<file path="src/rtl/uart_tx.sv">
// UART transmitter with a holding/shift double buffer, optional parity and
// 1..4 stop bits; bit timing comes from the clk_tx rising edges seen in i_clk.
module uart_tx #(
    parameter int WIDTH_DATA = 8,
    parameter int NB_STOP    = 2,
    parameter int PARITY     = 0
) (
    input  logic                  i_clk,
    input  logic                  i_nrst,
    input  logic                  clk_tx,
    input  logic [WIDTH_DATA-1:0] i_data,
    input  logic                  i_we,
    output logic                  o_rdy,
    output logic                  o_busy,
    output logic                  o_srst_clk,
    output logic                  o_buf
);

    localparam logic [2:0] S_IDLE  = 3'd0;
    localparam logic [2:0] S_START = 3'd1;
    localparam logic [2:0] S_DATA  = 3'd2;
    localparam logic [2:0] S_PAR   = 3'd3;
    localparam logic [2:0] S_STOP  = 3'd4;

    // One counter walks both the data bits and the stop bits.
    localparam int              MAX_CNT   = (WIDTH_DATA > NB_STOP) ? WIDTH_DATA : NB_STOP;
    localparam int              CW        = $clog2(MAX_CNT + 1);
    localparam logic [CW-1:0]   LAST_DATA = CW'(WIDTH_DATA - 1);
    localparam logic [CW-1:0]   LAST_STOP = CW'(NB_STOP - 1);

    logic [1:0]            r_sync;
    logic [2:0]            r_state;
    logic [CW-1:0]         r_cnt;
    logic [WIDTH_DATA-1:0] r_thr;
    logic [WIDTH_DATA-1:0] r_tsr;
    logic                  r_par;
    logic                  r_rdy;
    logic                  r_srst;
    logic                  r_buf;

    logic                  w_ev;
    logic                  w_load;
    logic                  w_shift;
    logic [2:0]            w_state_nxt;
    logic [CW-1:0]         w_cnt_nxt;

    assign w_ev = r_sync[0] & ~r_sync[1];

    // NOTE: every output of this block gets a default first, so no latch is inferred.
    always_comb begin
        w_state_nxt = r_state;
        w_cnt_nxt   = r_cnt;
        w_load      = 1'b0;
        w_shift     = 1'b0;
        case (r_state)
            S_IDLE: begin
                if (!r_rdy) begin
                    w_load      = 1'b1;
                    w_state_nxt = S_START;
                end
            end
            S_START: begin
                if (w_ev) begin
                    w_state_nxt = S_DATA;
                    w_cnt_nxt   = '0;
                end
            end
            S_DATA: begin
                if (w_ev) begin
                    w_shift = 1'b1;
                    if (r_cnt == LAST_DATA) begin
                        w_cnt_nxt   = '0;
                        w_state_nxt = (PARITY != 0) ? S_PAR : S_STOP;
                    end else begin
                        w_cnt_nxt = r_cnt + 1'b1;
                    end
                end
            end
            S_PAR: begin
                if (w_ev) begin
                    w_state_nxt = S_STOP;
                    w_cnt_nxt   = '0;
                end
            end
            S_STOP: begin
                if (w_ev) begin
                    if (r_cnt != LAST_STOP) begin
                        w_cnt_nxt = r_cnt + 1'b1;
                    end else if (!r_rdy) begin
                        // Next word already waiting: start it with no idle bit.
                        w_load      = 1'b1;
                        w_state_nxt = S_START;
                    end else begin
                        w_state_nxt = S_IDLE;
                    end
                end
            end
            default: w_state_nxt = S_IDLE;
        endcase
    end

    // NOTE: sequential state uses non-blocking assignments only, so all
    // registers see pre-edge values regardless of statement order.
    always_ff @(posedge i_clk or negedge i_nrst) begin
        if (!i_nrst) begin
            r_sync  <= 2'b00;
            r_state <= S_IDLE;
            r_cnt   <= '0;
            r_thr   <= '1;
            r_tsr   <= '1;
            r_par   <= 1'b0;
            r_rdy   <= 1'b1;
            r_srst  <= 1'b0;
            r_buf   <= 1'b1;
        end else begin
            r_sync  <= {r_sync[0], clk_tx};
            r_state <= w_state_nxt;
            r_cnt   <= w_cnt_nxt;
            r_srst  <= w_load;

            if (w_load) begin
                r_tsr <= r_thr;
                r_par <= (PARITY == 2) ? ~^r_thr : ^r_thr;
                r_rdy <= 1'b1;
            end else begin
                if (w_shift) begin
                    r_tsr <= r_tsr >> 1;
                end
                if (i_we && r_rdy) begin
                    r_thr <= i_data;
                    r_rdy <= 1'b0;
                end
            end

            case (r_state)
                S_START: r_buf <= 1'b0;
                S_DATA:  r_buf <= r_tsr[0];
                S_PAR:   r_buf <= r_par;
                default: r_buf <= 1'b1;
            endcase
        end
    end

    assign o_rdy      = r_rdy;
    assign o_busy     = (r_state != S_IDLE);
    assign o_srst_clk = r_srst;
    assign o_buf      = r_buf;

endmodule

</file>
<file path="config.mk">
export PLATFORM = sky130hd
export DESIGN_NAME = uart_tx
export DESIGN_NICKNAME = d
export VERILOG_FILES = /design/src/rtl/uart_tx.sv
export SDC_FILE = /design/constraint.sdc
export NUM_CORES = 1
export LEC_CHECK = 0
export ABC_CLOCK_PERIOD_IN_PS = 3510
export CAP_MARGIN = 25
export CORE_ASPECT_RATIO = 1.5
export CORE_UTILIZATION = 55
export DETAILED_ROUTE_END_ITERATION = 8
export GPL_ROUTABILITY_DRIVEN = 0
export PLACE_DENSITY_LB_ADDON = 0.15
export SLEW_MARGIN = 20
export SYNTH_ARGS = -nofsm -noshare
export SYNTH_HDL_FRONTEND = slang
export SYNTH_SLANG_ARGS = --single-unit
</file>
<file path="constraint.sdc">
create_clock -name i_clk -period 3.51 [get_ports i_clk]
set_input_delay 0.702 -clock i_clk [delete_from_list [all_inputs] [get_ports i_clk]]
set_output_delay 0.702 -clock i_clk [all_outputs]
set_load 0.02 [all_outputs]
</file>
Word level (Yosys, flattened, before mapping)
Cells that the tools add are included.
{"block": "op_classes", "addsub": 1, "n_eq_ne": 15, "muxes": 26, "bitwise_logic": 3, "n_reduce_logical": 11}
{"op": "3-bit two-way mux", "n": 7}
{"op": "4-bit two-way mux", "n": 5}
{"op": "8-bit two-way mux", "n": 2}
{"op": "2-bit inequality test, second input constant", "n": 8}
{"op": "3-bit case mux with 5 select lines", "n": 1}
{"op": "4-bit case mux with 3 select lines", "n": 1}
{"op": "1-bit two-way mux", "n": 8}
{"op": "8-bit XOR reduction", "n": 1}
{"op": "7-bit AND reduction", "n": 1}
{"op": "3-bit by 2-bit equality test with 1-bit output, second input constant", "n": 2}
{"op": "3-bit nonzero test", "n": 2}
{"op": "5-bit AND reduction", "n": 1}
{"op": "4-bit by 1-bit adder with 4-bit output, second input constant", "n": 1}
{"op": "4-bit by 3-bit equality test with 1-bit output, second input constant", "n": 1}
{"op": "4-bit by 1-bit inequality test with 1-bit output, second input constant", "n": 1}
{"op": "2-bit nonzero test", "n": 2}
{"op": "3-bit by 1-bit equality test with 1-bit output, second input constant", "n": 1}
{"op": "3-bit equality test, second input constant", "n": 1}
{"op": "3-bit zero test", "n": 1}
{"op": "1-bit case mux with 3 select lines", "n": 1}
{"op": "2-bit by 1-bit inequality test with 1-bit output, second input constant", "n": 1}
{"op": "1-bit inverter", "n": 2}
{"op": "1-bit case mux with 2 select lines", "n": 1}
{"op": "2-bit AND reduction", "n": 1}
{"op": "other kinds (3)", "n": 3}
{"block": "word_totals", "ff_bits": 29, "word_cells": 65}

Longest topological paths before layout
Gate-level depths: netlist (run 1).
{"block": "depth", "word_depth": 6, "ltp_mapped": 7, "mapped_depth_nobuf": 6}

Least setup slack after synthesis (run 1)
OpenSTA, ideal clock, no wires.
{"block": "synth_timing", "path_kind": "register to register", "startpoint": "register r_cnt[1]", "endpoint": "register r_par", "setup_ps": 125, "arrival_time_ps": 1568, "t_required_ps": 3385, "path_slack_ps": 1817, "stages_incl_launch_ff": 8, "n_path_buf": 1, "synth_period_minus_slack_ps": 1693, "path_cell_list": "dfrtp_1 inv_1 ha_1 or3b_4 o21ai_2 nand2_2 buf_6 mux2_4"}
{"block": "synth_between", "elab_chain_len": 4}
{"element": "start: declaration", "line_no": "33", "text": "logic [CW-1:0] r_cnt;"}
{"element": "start signal: assignment", "line_no": "118", "text": "r_cnt <= w_cnt_nxt;"}
{"element": "4-bit by 1-bit inequality test with 1-bit output", "line_no": "87", "text": "if (r_cnt != LAST_STOP) begin"}
{"element": "1-bit two-way mux", "line_no": "87"}
{"element": "1-bit two-way mux", "line_no": "86", "text": "if (w_ev) begin"}
{"element": "1-bit case mux with 2 select lines", "line_no": "55", "text": "case (r_state)"}
{"element": "end signal: assignment", "line_no": "123", "text": "r_par <= (PARITY == 2) ? ~^r_thr : ^r_thr;"}
{"element": "end: declaration", "line_no": "36", "text": "logic r_par;"}
Every way passes these cells.
A chain may end at the register's enable or synchronous reset.

Worst setup path after layout (run 1)
{"block": "layout_timing", "startpoint": "register r_state[0]", "endpoint": "output o_busy"}
{"block": "layout_between", "elab_chain_len": 1}
{"element": "start: declaration", "line_no": "32", "text": "logic [2:0] r_state;"}
{"element": "start signal: assignment", "line_no": "117", "text": "r_state <= w_state_nxt;"}
{"element": "3-bit nonzero test", "line_no": "145", "text": "assign o_busy = (r_state != S_IDLE);"}
{"element": "end: declaration", "line_no": "14", "text": "output logic o_busy,"}
Every way passes these cells.

==> results of run 1 <==
routing by layer:
metal	up-vias	part of all wire, %	global-route usage [%]
met5	-	0	0
met4	0	3.3	13.3
met1	456	36	20.8
met2	20	58	39.3
li1	444	-	-
met3	6	3.2	6.59
final timing paths:
| kind | from | end | cells past startpoint |
|---|---|---|---|
| setup / recovery | r_state[0] | o_busy | 2 |
| hold / removal | r_sync[0] | r_sync[1] | 0 |
| setup reg to reg | r_cnt[1] | r_par | 6 |
| hold reg to reg | r_sync[0] | r_sync[1] | 0 |
| max in group asynchronous | i_nrst | r_tsr[7] | 2 |
| min in group asynchronous | i_nrst | r_cnt[0] | 1 |
placed cells by master (no fill, tap or decap), types with 2 or more instances in the layout:
cell type	Yosys	layout
dfstp_2	18	18
nand2_1	4	4
clkbuf_4	0	5
nor3b_1	2	2
dfrtp_1	11	11
nand2_2	2	2
ha_1	2	2
nand2b_1	2	2
nor3_1	2	2
nor2b_1	3	3
nand3b_1	2	2
clkdlybuf4s50_1	0	15
xnor2_1	6	6
mux2_2	17	17
mux2_4	6	6
o2bb2ai_1	2	2
inv_1	4	4
a21oi_1	4	4
o21ai_0	12	12
clkbuf_1	0	2
power groups by stage:
stage               combinational, mW  sequential [mW]  clock [mW]
detailed placement              0.698            0.696           0
CTS                             0.703            0.690       0.215
global route                    0.765            0.712       0.228
floorplan                       0.589            0.662           0
global placement                0.673            0.680           0
finish                          0.691            0.687       0.205
kinds of logic (layout without fill, tap and decap cells):
logic type | after synthesis | after routing | share of synthesized area, %
muxes | 24 | 24 | 19.9
buffers and inverters | 7 | 28 | 3.34
DFF | 29 | 29 | 51.2
adders and majority gates | 2 | 2 | 1.71
xor gates and xnor gates | 7 | 7 | 4.20
and+or+nand+nor | 26 | 26 | 11.6
AOI/OAI and AO/OA | 20 | 20 | 7.96
metrics by stage:
step	hold slack (ps)	cell area (um2)	std cells	total power [mW]
2_1_floorplan	359	1460	115	1.25
3_3_place_gp	367	1620	152	1.35
3_5_place_dp	367	1620	152	1.39
4_1_cts	387	1670	160	1.61
5_1_grt	398	1670	160	1.70
6_report	385	1670	160	1.58
sequential cells by signal, indices dropped and copies added, names as in the netlist:
signal	flops
o_rdy	1
r_state	3
o_buf	1
r_sync	2
r_thr	8
r_tsr	8
r_cnt	4
r_par	1
o_srst_clk	1
cell type report:
type | count | share of cell area (%)
clock buffers | 8 | 3.51
inverters | 4 | 0.897
multi-input cells | 79 | 39.7
flip-flops and latches | 29 | 44.7
well taps | 24 | 1.79
repair buffers | 16 | 9.42
worst register-to-register path, cell delays in order (launching register included):
cell and delay [ps]:
dfrtp_1 420, inv_1 70, ha_1 130, or3b_4 410, o21ai_2 140, nand2_2 230, mux2_4 380
==> summary.txt, run 1 <==
Logic synthesis
  • Yosys top cell area share: 32.4%
  • Cell count after synthesis: 115
  • Mapped Area: 0.00146 mm2
  • Most common cell in the netlist: dfstp_2
  • Synth area leader: dfstp_2
  • Ranking of synthesized cells by area: dfstp_2 (32%), dfrtp_1 (19%), mux2_2 (13%), mux2_4 (6.2%), o21ai_0 (4.1%)
  • Post-synth top cells: dfstp_2 (18), mux2_2 (17), o21ai_0 (12)
  • Ys flop type: dfstp_2
  • Yosys warns: 0
  • Netlist cell types: 31
  • Register bit total from synthesis: 29
  • Post-synth ARST share: 100%
  • Post-synth EDFFs: 0
  • Syn Area/Cell: 12.7 um2
  • Seq/Total Area, Yosys: 51.2%
  • Post-Syn Nets: around 130

STA
  • RSZ-0062 raised after global routing: false
  • Fin worst setup slack: 1070 ps
  • Slew HR: 49.9%
  • Slew Viols, Final: 0
  • Hold Vio Cnt, Final: 0
  • Total negative slack: 0 ps
  • Fin crit share: 69.5%
  • # setup viols final: 0
  • Max Clk Rate: 410 MHz
  • Min cycle time layout: ~2400 ps
  • Slew at the pin closest to its max-slew limit: 750 ps
  • Clk_skew: ~9.7 ps

Placed design
  • PortBufs: 15
  • Pre-CTS WS: approximately 1400 ps
  • Post-DP HPWL: 1880 um

Floorplanning
  • Starting Density: approximately three fifths
  • Std-Cell Rows: 22
  • Die extent in x: 44.1 um
  • Die Footprint: 0.00287 mm2
  • Boundary Pins: 16
  • Chip height: about 65 um
  • Core region area: around 0.0025 mm2

Status
  • Outcome: completed

Routing
  • Post-route antenna net violation count: 0
  • DR vias/cell: 5.79
  • Initial DRC Count: 14
  • Drt drc: 0
  • Vias: 926
  • Initial DRT Pass Iterations: 6
  • Post-Route WL: 2480 um
  • Per-cell routed wire length: around 15 um

Critical path
  • Highest-delay cell along the critical path: clkdlybuf4s50_1
  • Buffer and inverter count on the worst path: 1
  • WP data required: roughly 2800 ps
  • Worst setup EP type: output pin
  • Worst-path maximum fanout: 11
  • Critical path, cell by cell: or3_1 -> clkdlybuf4s50_1
  • Startpoint types: flop
  • Crit-path max cell delay: between 500 and 600 ps
  • CP Class: reg2out
  • Critical path arrival: 1740 ps
  • CP top delay family: buffers and inverters
  • R2r setup slk: 1640 ps

Cells and area
  • Fillers: 206
  • Multi-input logic area: 664 um2
  • Layout cell share with drive strength beyond 1: a little over two fifths
  • Syn-to-layout area delta: 14.6%
  • Fin nets: 149
  • Post-layout util: 67.6%
  • Register Area: 748 um2
  • Diodes inserted: 0

Clocking
  • Num CTS Buffers: 5
  • CTS sink cnt: 29
  • Clock Pin Slew Worst Setup and Hold Paths: 90 ps
  • Worst skew pair latency: 330 ps
  • # hold bufs at CTS: 0
  • Post-CTS setup buffer count: 0
  • H-tree depth: 2
  • Clock Root Buffer: clkbuf_4
  • Max Buffers Root-to-Sink: 2
  • CTS tree: built
  • Post-cts resize count: 0

Global route
  • Total track usage: between 20% and 30%
  • First-pass GRT wire length: 4380 um
  • Gr ovfl total: 0
  • Antenna violations before repair: 0
  • Vias in the first global route: ~980
  • Largest net degree at the start of global routing: 19

Worst hold path
  • Worst Hold Class: reg2reg

Power and ir drop
  • Sw frac: 32.2%
  • P_int: between 1 and 1.5 mW
  • Switching Power: 511 uW
  • Gate power share: about 44%
  • Pwr/cell area: 946 mW/mm2
  • Seq pwr share: 43.4%
  • Leakage: 0.699 nW
  • Part of the power in the clock network: 13.0%
  • Worst-case vdd ir drop: 511 uV

Flow run
  • Max Cap Violations: 0
Power figures use the tool's default switching activity.
==> run 2: changes to the inputs <==
Settings changed: ABC_CLOCK_PERIOD_IN_PS 3510 to 2000, CORE_UTILIZATION 55 to 49.
Clock period 3.51 ns to 2 ns, I/O delays scaled along.
==> summary.txt, run 2 (synthesis results as in run 1) <==
Routing
  • Initial DRC Count: 8 (-6)
  • Initial DRT Pass Iterations: 4 (-2)
  • Post-Route WL: 2350 um (-5.2%)
  • Vias: 924 (-0.22%)
  • Drt drc: 0 (unchanged)
  • Per-cell routed wire length: 13.3 um (-14%)
  • DR vias/cell: 5.22 (-9.8%)
  • Post-route antenna net violation count: 0 (unchanged)

STA
  • # setup viols final: 0 (unchanged)
  • Total negative slack: 0 ps (unchanged)
  • Clk_skew: 8.48 ps (-1.19 ps)
  • Slew at the pin closest to its max-slew limit: 356 ps (-394 ps)
  • Min cycle time layout: 1830 ps
  • Slew Viols, Final: 0 (unchanged)
  • Slew HR: 76.0% (+26 points)
  • Max Clk Rate: 546 MHz
  • RSZ-0062 raised after global routing: false
  • Fin crit share: 91.5%
  • Hold Vio Cnt, Final: 0 (unchanged)

Critical path
  • Startpoint types: flop
  • CP Class: reg2out
  • Crit-path max cell delay: 600 ps (+60 ps)
  • CP top delay family: buffers and inverters
  • Highest-delay cell along the critical path: clkdlybuf4s50_1
  • Worst-path maximum fanout: 4 (-7)
  • WP data required: 1600 ps (-1210 ps)
  • Critical path arrival: 1430 ps (-310 ps)
  • Worst setup EP type: output pin
  • Buffer and inverter count on the worst path: 1 (unchanged)
  • Critical path, cell by cell: clkdlybuf4s50_1

Cells and area
  • Commonest non-fill, non-tap cells in the layout: dfstp_2 (18), mux2_2 (17), clkdlybuf4s50_1 (14)
  • Commonest non-fill, non-tap cell in the layout: dfstp_2
  • Syn-to-layout area delta: 20.0%
  • Fin nets: 153 (+2.7%)
  • Non-filler instance count after layout: 177 (+11%)
  • Top Registers: r_thr x8, r_tsr x8, r_cnt x4
  • Layout cell share with drive strength beyond 1: 44.3% (+1.6 points)
  • Diodes inserted: 0 (unchanged)
  • Post-route design area: 0.00175 mm2 (+4.8%)

Floorplanning
  • Die extent in x: 46.6 um (+5.7%)
  • Starting Density: 52.9% (-6.1 points)
  • Die Footprint: 0.00321 mm2 (+12%)
  • Std-Cell Rows: 23 (+4.5%)
  • Chip height: 68.9 um (+5.8%)
  • Core region area: 0.00276 mm2 (+12%)
  • Boundary Pins: 16 (unchanged)

Clocking
  • Clock Root Buffer: clkbuf_8
  • Post-CTS setup buffer count: 0 (unchanged)
  • Max Buffers Root-to-Sink: 2 (unchanged)
  • H-tree depth: 2 (unchanged)
  • Worst skew pair latency: 280 ps (-50 ps)
  • CTS tree: built
  • Num CTS Buffers: 5 (unchanged)
  • CTS sink cnt: 29 (unchanged)
  • Clock Pin Slew Worst Setup and Hold Paths: 60 ps (-30 ps)

Global route
  • Gr ovfl total: 0 (unchanged)
  • First-pass GRT wire length: 4040 um (-7.9%)
  • Antenna violations before repair: 0 (unchanged)
  • Vias in the first global route: 950 (-2.9%)
  • Largest net degree at the start of global routing: 30 (+11)
  • Total track usage: 19.0% (-2.9 points)

Worst hold path
  • Worst Hold Class: reg2reg

Power and ir drop
  • Pwr/cell area: 1660 mW/mm2 (+75%)
  • Leakage: 0.739 nW (+5.6%)
  • Worst-case vdd ir drop: 1100 uV (+120%)

Placed design
  • Post-Place Cell Area: 0.00166 mm2 (+2.9%)
  • Placed Instances: 169 (+11%)
  • PortBufs: 15 (unchanged)
  • Post-DP HPWL: 1700 um (-9.5%)

Flow run
  • Max Cap Violations: 0 (unchanged)

Status
  • Outcome: completed
## run 2: path summary, 6_finish.rpt
kind,start,to,slack (ps),cells past startpoint
max in group asynchronous,i_nrst,r_tsr[7],1180,2
hold / removal,r_sync[0],r_sync[1],370,0
setup / recovery,o_rdy,o_rdy,170,1
setup reg to reg,r_cnt[1],r_par,180,6
min in group asynchronous,i_nrst,r_cnt[2],500,2
hold reg to reg,r_sync[0],r_sync[1],370,0
## run 2: through the flow
| stage | utilization, % | power, mW | hold WS (ps) | worst slack (ps) |
|---|---|---|---|---|
| after floorplan | - | 2.20 | 104 | 307 |
| after global placement | 60.1 | 2.42 | 369 | 229 |
| after detailed placement | 60.1 | 2.46 | 374 | 187 |
| after CTS | 63.4 | 2.96 | 377 | 18.9 |
| after global routing | 63.5 | 3.12 | 388 | 61.0 |
| final | 63.5 | 2.91 | 373 | 170 |
## run 2: area by class of cell
type | instances | area, um2
clock buffers | 8 | 90.1
fillers | 236 | 1010
inverters | 4 | 15.0
multi-input cells | 79 | 664
flip-flops and latches | 29 | 748
well taps | 37 | 46.3
repair buffers | 20 | 190
## run 2: layer usage
metal	vias to the layer above	wire length (um)	track usage [%]
li1	449	-	-
met1	453	889	18.5
met2	18	1310	32.8
met3	4	81	6.25
met4	0	63	12.1
met5	-	0	0
## run 2: repair_timing
item                                    4_1_cts  5_1_grt
hold buffers                                  0        0
resized for setup                             0        1
hold endpoints to repair                      0        0
endpoints found under the setup margin        0        1
## run 2: power breakdown
part / switching [mW] / internal (mW) / total, mW
clock: 0.201 / 0.280 / 0.481
sequential: 0.174 / 0.985 / 1.16
combinational: 0.510 / 0.756 / 1.27
total: 0.885 / 2.02 / 2.91
